`config.mk`:
```
export PLATFORM = sky130hd
export DESIGN_NAME = mac_unit_pipelined
export DESIGN_NICKNAME = d
export VERILOG_FILES = /design/src/rtl/mac_unit_pipelined.sv
export SDC_FILE = /design/constraint.sdc
export NUM_CORES = 1
export LEC_CHECK = 0
export CORE_UTILIZATION = 30
export CTS_BUF_LIST = sky130_fd_sc_hd__clkbuf_16
export DETAILED_ROUTE_END_ITERATION = 6
export HOLD_SLACK_MARGIN = 0.02
export PLACE_DENSITY = 0.55
export RECOVER_POWER = 25
export SYNTH_ARGS = -nofsm -noshare
export SYNTH_HDL_FRONTEND = slang
export SYNTH_SLANG_ARGS = --single-unit
```
`constraint.sdc`:
```
create_clock -name clk -period 11.15 [get_ports clk]
set_clock_uncertainty 0.05 [all_clocks]
set_input_delay 1.6725 -clock clk [delete_from_list [all_inputs] [get_ports clk]]
set_output_delay 1.6725 -clock clk [all_outputs]
set_load 0.01 [all_outputs]
```
`src/rtl/mac_unit_pipelined.sv`:
```
// Two-stage pipelined multiply-accumulate unit producing fixed-length dot products
// over a valid/ready operand stream, with a held, handshaked result register.
module mac_unit_pipelined #(
   parameter int IN_WIDTH  = 8,
   parameter int ACC_WIDTH = 24,
   parameter int LEN       = 8,
   parameter int SIGNED    = 0,
   parameter int SATURATE  = 0
) (
   input  logic                 clk,
   input  logic                 reset,
   input  logic                 in_valid,
   output logic                 in_ready,
   input  logic [IN_WIDTH-1:0]  a,
   input  logic [IN_WIDTH-1:0]  b,
   input  logic                 clear,
   output logic                 out_valid,
   input  logic                 out_ready,
   output logic [ACC_WIDTH-1:0] out,
   output logic                 overflow
);

   localparam int PW = 2 * IN_WIDTH;
   localparam int CW = 16;
   localparam int M  = ACC_WIDTH - 1;
   localparam logic [CW-1:0] LAST = CW'(LEN - 1);

   logic [PW-1:0]        p_q, p_d;
   logic                 p_valid_q, p_valid_d;
   logic [ACC_WIDTH-1:0] acc_q, acc_d;
   logic                 ovf_acc_q, ovf_acc_d;
   logic [CW-1:0]        cnt_q, cnt_d;
   logic [ACC_WIDTH-1:0] out_q, out_d;
   logic                 overflow_q, overflow_d;
   logic                 out_valid_q, out_valid_d;

   logic                 adv;
   logic                 accept;
   logic                 sx;
   logic [PW-1:0]        a_ext, b_ext, prod;
   logic [ACC_WIDTH:0]   p_ext, acc_ext, sum;
   logic                 ovf;
   logic [ACC_WIDTH-1:0] sat_val, res;

   // Handshake, product and accumulate datapath
   always_comb begin
      adv      = !(out_valid_q && !out_ready);
      in_ready = adv && !clear && !reset;
      accept   = in_valid && in_ready;

      // The low PW bits of the extended product are correct for both signednesses
      a_ext = {{IN_WIDTH{(SIGNED != 0) && a[IN_WIDTH-1]}}, a};
      b_ext = {{IN_WIDTH{(SIGNED != 0) && b[IN_WIDTH-1]}}, b};
      prod  = a_ext * b_ext;

      sx      = (SIGNED != 0) && p_q[PW-1];
      p_ext   = {{(ACC_WIDTH + 1 - PW){sx}}, p_q};
      acc_ext = {(SIGNED != 0) && acc_q[M], acc_q};
      sum     = acc_ext + p_ext;

      if (SIGNED != 0) begin
         ovf     = (acc_q[M] == p_ext[M]) && (sum[M] != acc_q[M]);
         sat_val = acc_q[M] ? {1'b1, {M{1'b0}}} : {1'b0, {M{1'b1}}};
      end else begin
         ovf     = sum[ACC_WIDTH];
         sat_val = {ACC_WIDTH{1'b1}};
      end

      if ((SATURATE != 0) && ovf) begin
         res = sat_val;
      end else begin
         res = sum[M:0];
      end
   end

   // Next-state for both pipeline stages and the result register
   always_comb begin
      p_d        = p_q;
      p_valid_d  = p_valid_q;
      acc_d      = acc_q;
      ovf_acc_d  = ovf_acc_q;
      cnt_d      = cnt_q;
      out_d      = out_q;
      overflow_d = overflow_q;

      if (out_valid_q && out_ready) begin
         out_valid_d = 1'b0;
      end else begin
         out_valid_d = out_valid_q;
      end

      // clear aborts the vector but leaves any pending result untouched
      if (clear) begin
         p_valid_d = 1'b0;
         acc_d     = {ACC_WIDTH{1'b0}};
         ovf_acc_d = 1'b0;
         cnt_d     = {CW{1'b0}};
      end else if (adv) begin
         p_valid_d = accept;
         if (accept) begin
            p_d = prod;
         end else begin
            p_d = p_q;
         end
         if (p_valid_q) begin
            if (cnt_q == LAST) begin
               out_d       = res;
               overflow_d  = ovf_acc_q | ovf;
               out_valid_d = 1'b1;
               acc_d       = {ACC_WIDTH{1'b0}};
               ovf_acc_d   = 1'b0;
               cnt_d       = {CW{1'b0}};
            end else begin
               acc_d     = res;
               ovf_acc_d = ovf_acc_q | ovf;
               cnt_d     = cnt_q + 16'd1;
            end
         end else begin
            acc_d = acc_q;
         end
      end else begin
         p_valid_d = p_valid_q;
      end
   end

   // State registers with synchronous reset
   always_ff @(posedge clk) begin
      if (reset) begin
         p_q         <= {PW{1'b0}};
         p_valid_q   <= 1'b0;
         acc_q       <= {ACC_WIDTH{1'b0}};
         ovf_acc_q   <= 1'b0;
         cnt_q       <= {CW{1'b0}};
         out_q       <= {ACC_WIDTH{1'b0}};
         overflow_q  <= 1'b0;
         out_valid_q <= 1'b0;
      end else begin
         p_q         <= p_d;
         p_valid_q   <= p_valid_d;
         acc_q       <= acc_d;
         ovf_acc_q   <= ovf_acc_d;
         cnt_q       <= cnt_d;
         out_q       <= out_d;
         overflow_q  <= overflow_d;
         out_valid_q <= out_valid_d;
      end
   end

   assign out       = out_q;
   assign overflow  = overflow_q;
   assign out_valid = out_valid_q;

endmodule

```
==> insert_results.sql <==
INSERT INTO impl_metrics (metric_group, metric, value, unit) VALUES
('status', 'outcome', 'complete, but fails checks', ''),
('status', 'failed_checks', 'max-capacitance violations, max-slew violations', ''),
('global_route', 'globalRoute.busiestLayer', 'met2', ''),
('placed_design', 'finalWeightedCongestion', '0.8253', ''),
('placed_design', 'port_buffers', '47', ''),
('global_route', 'grt_start_max_net_pins', '45', ''),
('global_route', 'grt_use_met1', '0.1938', ''),
('power_and_ir_drop', 'power.ir.vdd_worst', '68.22', 'uV'),
('global_route', 'track_usage', '0.1448', ''),
('min_path', 'holdCritPathClass', 'flip-flop to flip-flop', ''),
('timing', 'unrepaired_setup_endpoints_after_global_routing', 'false', ''),
('routing', 'routed_via_density', '4.786', ''),
('clocking', 'cts.htree.levels', '3', ''),
('routing', 'dr.pass1.iters', '5', ''),
('global_route', 'first_global_vias', '4995', ''),
('layout', 'insertedDiodeCount', '0', ''),
('clocking', 'postCtsResizedCells', '0', ''),
('timing', 'slew_violations', '45', ''),
('floorplan', 'rows', '52', ''),
('floorplan', 'dieHeight', '146.1', 'um'),
('min_path', 'critical_hold_path_startpoint', 'acc_q[9]', ''),
('worst_setup_path', 'critical_path_arrival', '6.48', 'ns'),
('clocking', 'clock_net_sink_count', '84', ''),
('routing', 'wl', '14400', 'um'),
('placed_design', 'detailedPlace.worstSlack', '4.463', 'ns'),
('floorplan', 'design.die.area', '0.02134', 'mm2'),
('layout', 'utilization', '0.3563', ''),
('timing', 'setup_total_negative_slack', '0', 'ns'),
('floorplan', 'fp.coreArea', '0.02030', 'mm2'),
('worst_setup_path', 'cp_max_fo', '8', ''),
('placed_design', 'post_dp_hpwl', '11190', 'um'),
('clocking', 'cts_setup_buffers', '0', ''),
('synth', 'postSynthCellCount', '751', ''),
('timing', 'final-hold-violation-count', '0', ''),
('worst_setup_path', 'cp.required', '11.23', 'ns'),
('synth', 'total_nets_after_synthesis', '862', ''),
('worst_setup_path', 'regToRegStartpoint', 'cnt_q[0]', ''),
('floorplan', 'fp.dieW', '146.1', 'um'),
('timing', 'layout_setup_ws', '4.753', 'ns'),
('floorplan', 'start_util', '0.3068', ''),
('synth', 'number_of_warnings_printed_during_yosys_synthesis', '0', ''),
('power_and_ir_drop', 'total_power_divided_by_cell_area', '127.3', 'mW/mm2'),
('clocking', 'cts.root.buffer_cell', 'clkbuf_16', ''),
('timing', 'worst-slew-pin-transition', '2.059', 'ns'),
('synth', 'syn-cell-area', '0.006228', 'mm2'),
('routing', 'drt_iter0_drc', '236', ''),
('routing', 'detail-route-antenna-nets', '0', ''),
('clocking', 'tritoncts_clock_tree', 'built', ''),
('clocking', 'cts_inserted_buffers', '9', ''),
('clocking', 'clk-insertion-delay-late', '0.35', 'ns'),
('global_route', 'global_route.usage.met3', '0.03125', ''),
('layout', 'ratio_of_cells_with_drive_above_1_in_the_final_layout', '0.03153', ''),
('worst_setup_path', 'worstSetupEndpointType', 'flip-flop', ''),
('layout', 'finish.net_count', '899', ''),
('routing', 'via_count', '5087', ''),
('synth', 'synth-async-reset-ratio', '0', ''),
('layout', 'synthToLayoutAreaGrowth', '16.11', '%'),
('clocking', 'ctsHoldBuffers', '0', ''),
('floorplan', 'boundaryPins', '48', ''),
('synth', 'syn-mean-instance-area', '8.294', 'um2'),
('worst_setup_path', 'crit_path_start_kind', 'primary input', ''),
('global_route', 'initial_antenna_violation_count', '0', ''),
('power_and_ir_drop', 'power.static_leakage', '3.046', 'nW'),
('global_route', 'globalRouteOverflowTotal', '0', ''),
('worst_setup_path', 'critPathLaunch', 'b[7]', ''),
('synth', 'synth_top_flop_cell', 'dfxtp_1', ''),
('timing', 'fmax', '156.3', 'MHz'),
('clocking', 'cts_buffer_depth', '2', ''),
('worst_setup_path', 'worstSetupPathType', 'primary input to flip-flop', ''),
('synth', 'ys_ff_latch', '84', ''),
('timing', 'fin_crit_sh', '0.5737', ''),
('synth', 'synth.distinct_cells', '50', ''),
('global_route', 'grt_pass1_wl', '24800', 'um'),
('routing', 'drt-wirelength-per-cell', '13.55', 'um'),
('timing', 'period_needed', '6.397', 'ns'),
('routing', 'remaining_drc_errors', '0', ''),
('clocking', 'clkTransAtPathRegs', '0.06', 'ns'),
('global_route', 'grt_use_met2', '0.2383', ''),
('synth', 'synth_edf_count', '0', ''),
('timing', 'max_slew_margin', '-0.3726', ''),
('job', 'timing.max_cap.violations', '1', ''),
('timing', 'setup_viol', '0', ''),
('synth', 'yosysSeqAreaShare', '0.2700', '');
[layer usage]
metal,part of all wire,vias up
met5,0,-
met4,0.012,0
met3,0.033,10
met2,0.45,56
met1,0.50,2394
li1,-,2627
[synthesized netlist by cell type (7+ instances only)]
library cell,instances,area share
clkbuf_1,18,0.011
nor4_1,7,0.0070
dfxtp_1,84,0.27
and2_1,60,0.060
nand4_1,12,0.012
nand3_1,19,0.015
nor2_1,69,0.042
a21o_1,11,0.013
ha_1,53,0.11
xor2_1,18,0.025
a21oi_1,50,0.040
inv_1,65,0.039
nand2_1,93,0.056
xnor2_1,24,0.034
fa_1,37,0.12
nor3_1,11,0.0088
o21ai_0,22,0.018
a22oi_1,8,0.0096
a211oi_1,10,0.012
[final timing paths]
path | to | slack (ns) | cells after the start
hold / removal | acc_q[9] | 0.39 | 2
setup reg to reg | acc_q[23] | 7.79 | 8
setup / recovery | p_q[15] | 4.75 | 16
hold reg to reg | acc_q[9] | 0.39 | 2
[worst max-delay path: stages]
cell and delay [ns]:
clkdlybuf4s50_1 0.60, nand2_1 0.12, fa_1 0.51, fa_1 0.55, inv_1 0.06, fa_1 0.53
inv_1 0.06, fa_1 0.53, inv_1 0.04, ha_1 0.25, or4_1 0.52, o31a_1 0.30
a221o_1 0.35, a21oi_2 0.15, xnor2_1 0.14, a211oi_2 0.09
[power by group]
| group | leakage, nW | internal [mW] | switching [mW] |
|---|---|---|---|
| Combinational | 2.22 | 0.138 | 0.185 |
| Sequential | 0.678 | 0.307 | 0.00571 |
| Clock | 0.149 | 0.169 | 0.116 |
[cells by family after synthesis]
family                     synth area share
AOI/OAI and AO/OA                    0.1521
xor gates and xnor gates            0.05906
adders and majority gates            0.2254
buffers and inverters               0.05384
DFF                                  0.2700
muxes                              0.009643
and+or+nand+nor                      0.2300
[final cells by class]
cell class	instances	area [um2]
fillers	2153	13070
repair buffers	49	479.2
multi-input cells	579	4212
inverters	65	244.0
clock buffers	9	225.2
well taps	270	337.8
clock inverters	7	52.55
flip-flops and latches	84	1682
[flip-flops by register name, summed over array words and instances (netlist names)]
register / cells
acc_q: 24
out: 24
cnt_q: 16
p_q: 16
out_valid: 1
overflow: 1
ovf_acc_q: 1
p_valid_q: 1
[per-stage QoR]
step | std cells | instance area, um2 | total power, mW | hold WS, ns
2_1_floorplan | 751 | 6228 | 0.5695 | 0.3697
3_3_place_gp | 1047 | 6955 | 0.6468 | 0.3789
3_5_place_dp | 1047 | 6955 | 0.6453 | 0.3861
4_1_cts | 1063 | 7233 | 0.9352 | 0.3947
5_1_grt | 1063 | 7232 | 0.9957 | 0.4190
6_report | 1063 | 7232 | 0.9207 | 0.3945
[layout by cell type (no fill, tap or decap), drive strengths merged, types with 3 or more instances in the layout]
master         count
nand4             12
a21o              12
fa                37
a31o               3
inv               69
o31ai              4
a31oi              6
or3                6
nor3              13
a22oi              8
a21oi             52
nor2b              3
nand2b             5
nand3             19
ha                53
mux2i              6
dfxtp             84
a311oi             3
clkdlybuf4s50     20
nand2             93
a211oi            11
a22o               3
dlygate4sd3       26
nor4               7
o21a               4
and3               6
o21ai             23
clkbuf            10
and2              60
xor2              18
xnor2             24
nor2              69
(Power assumes the default switching activity.)
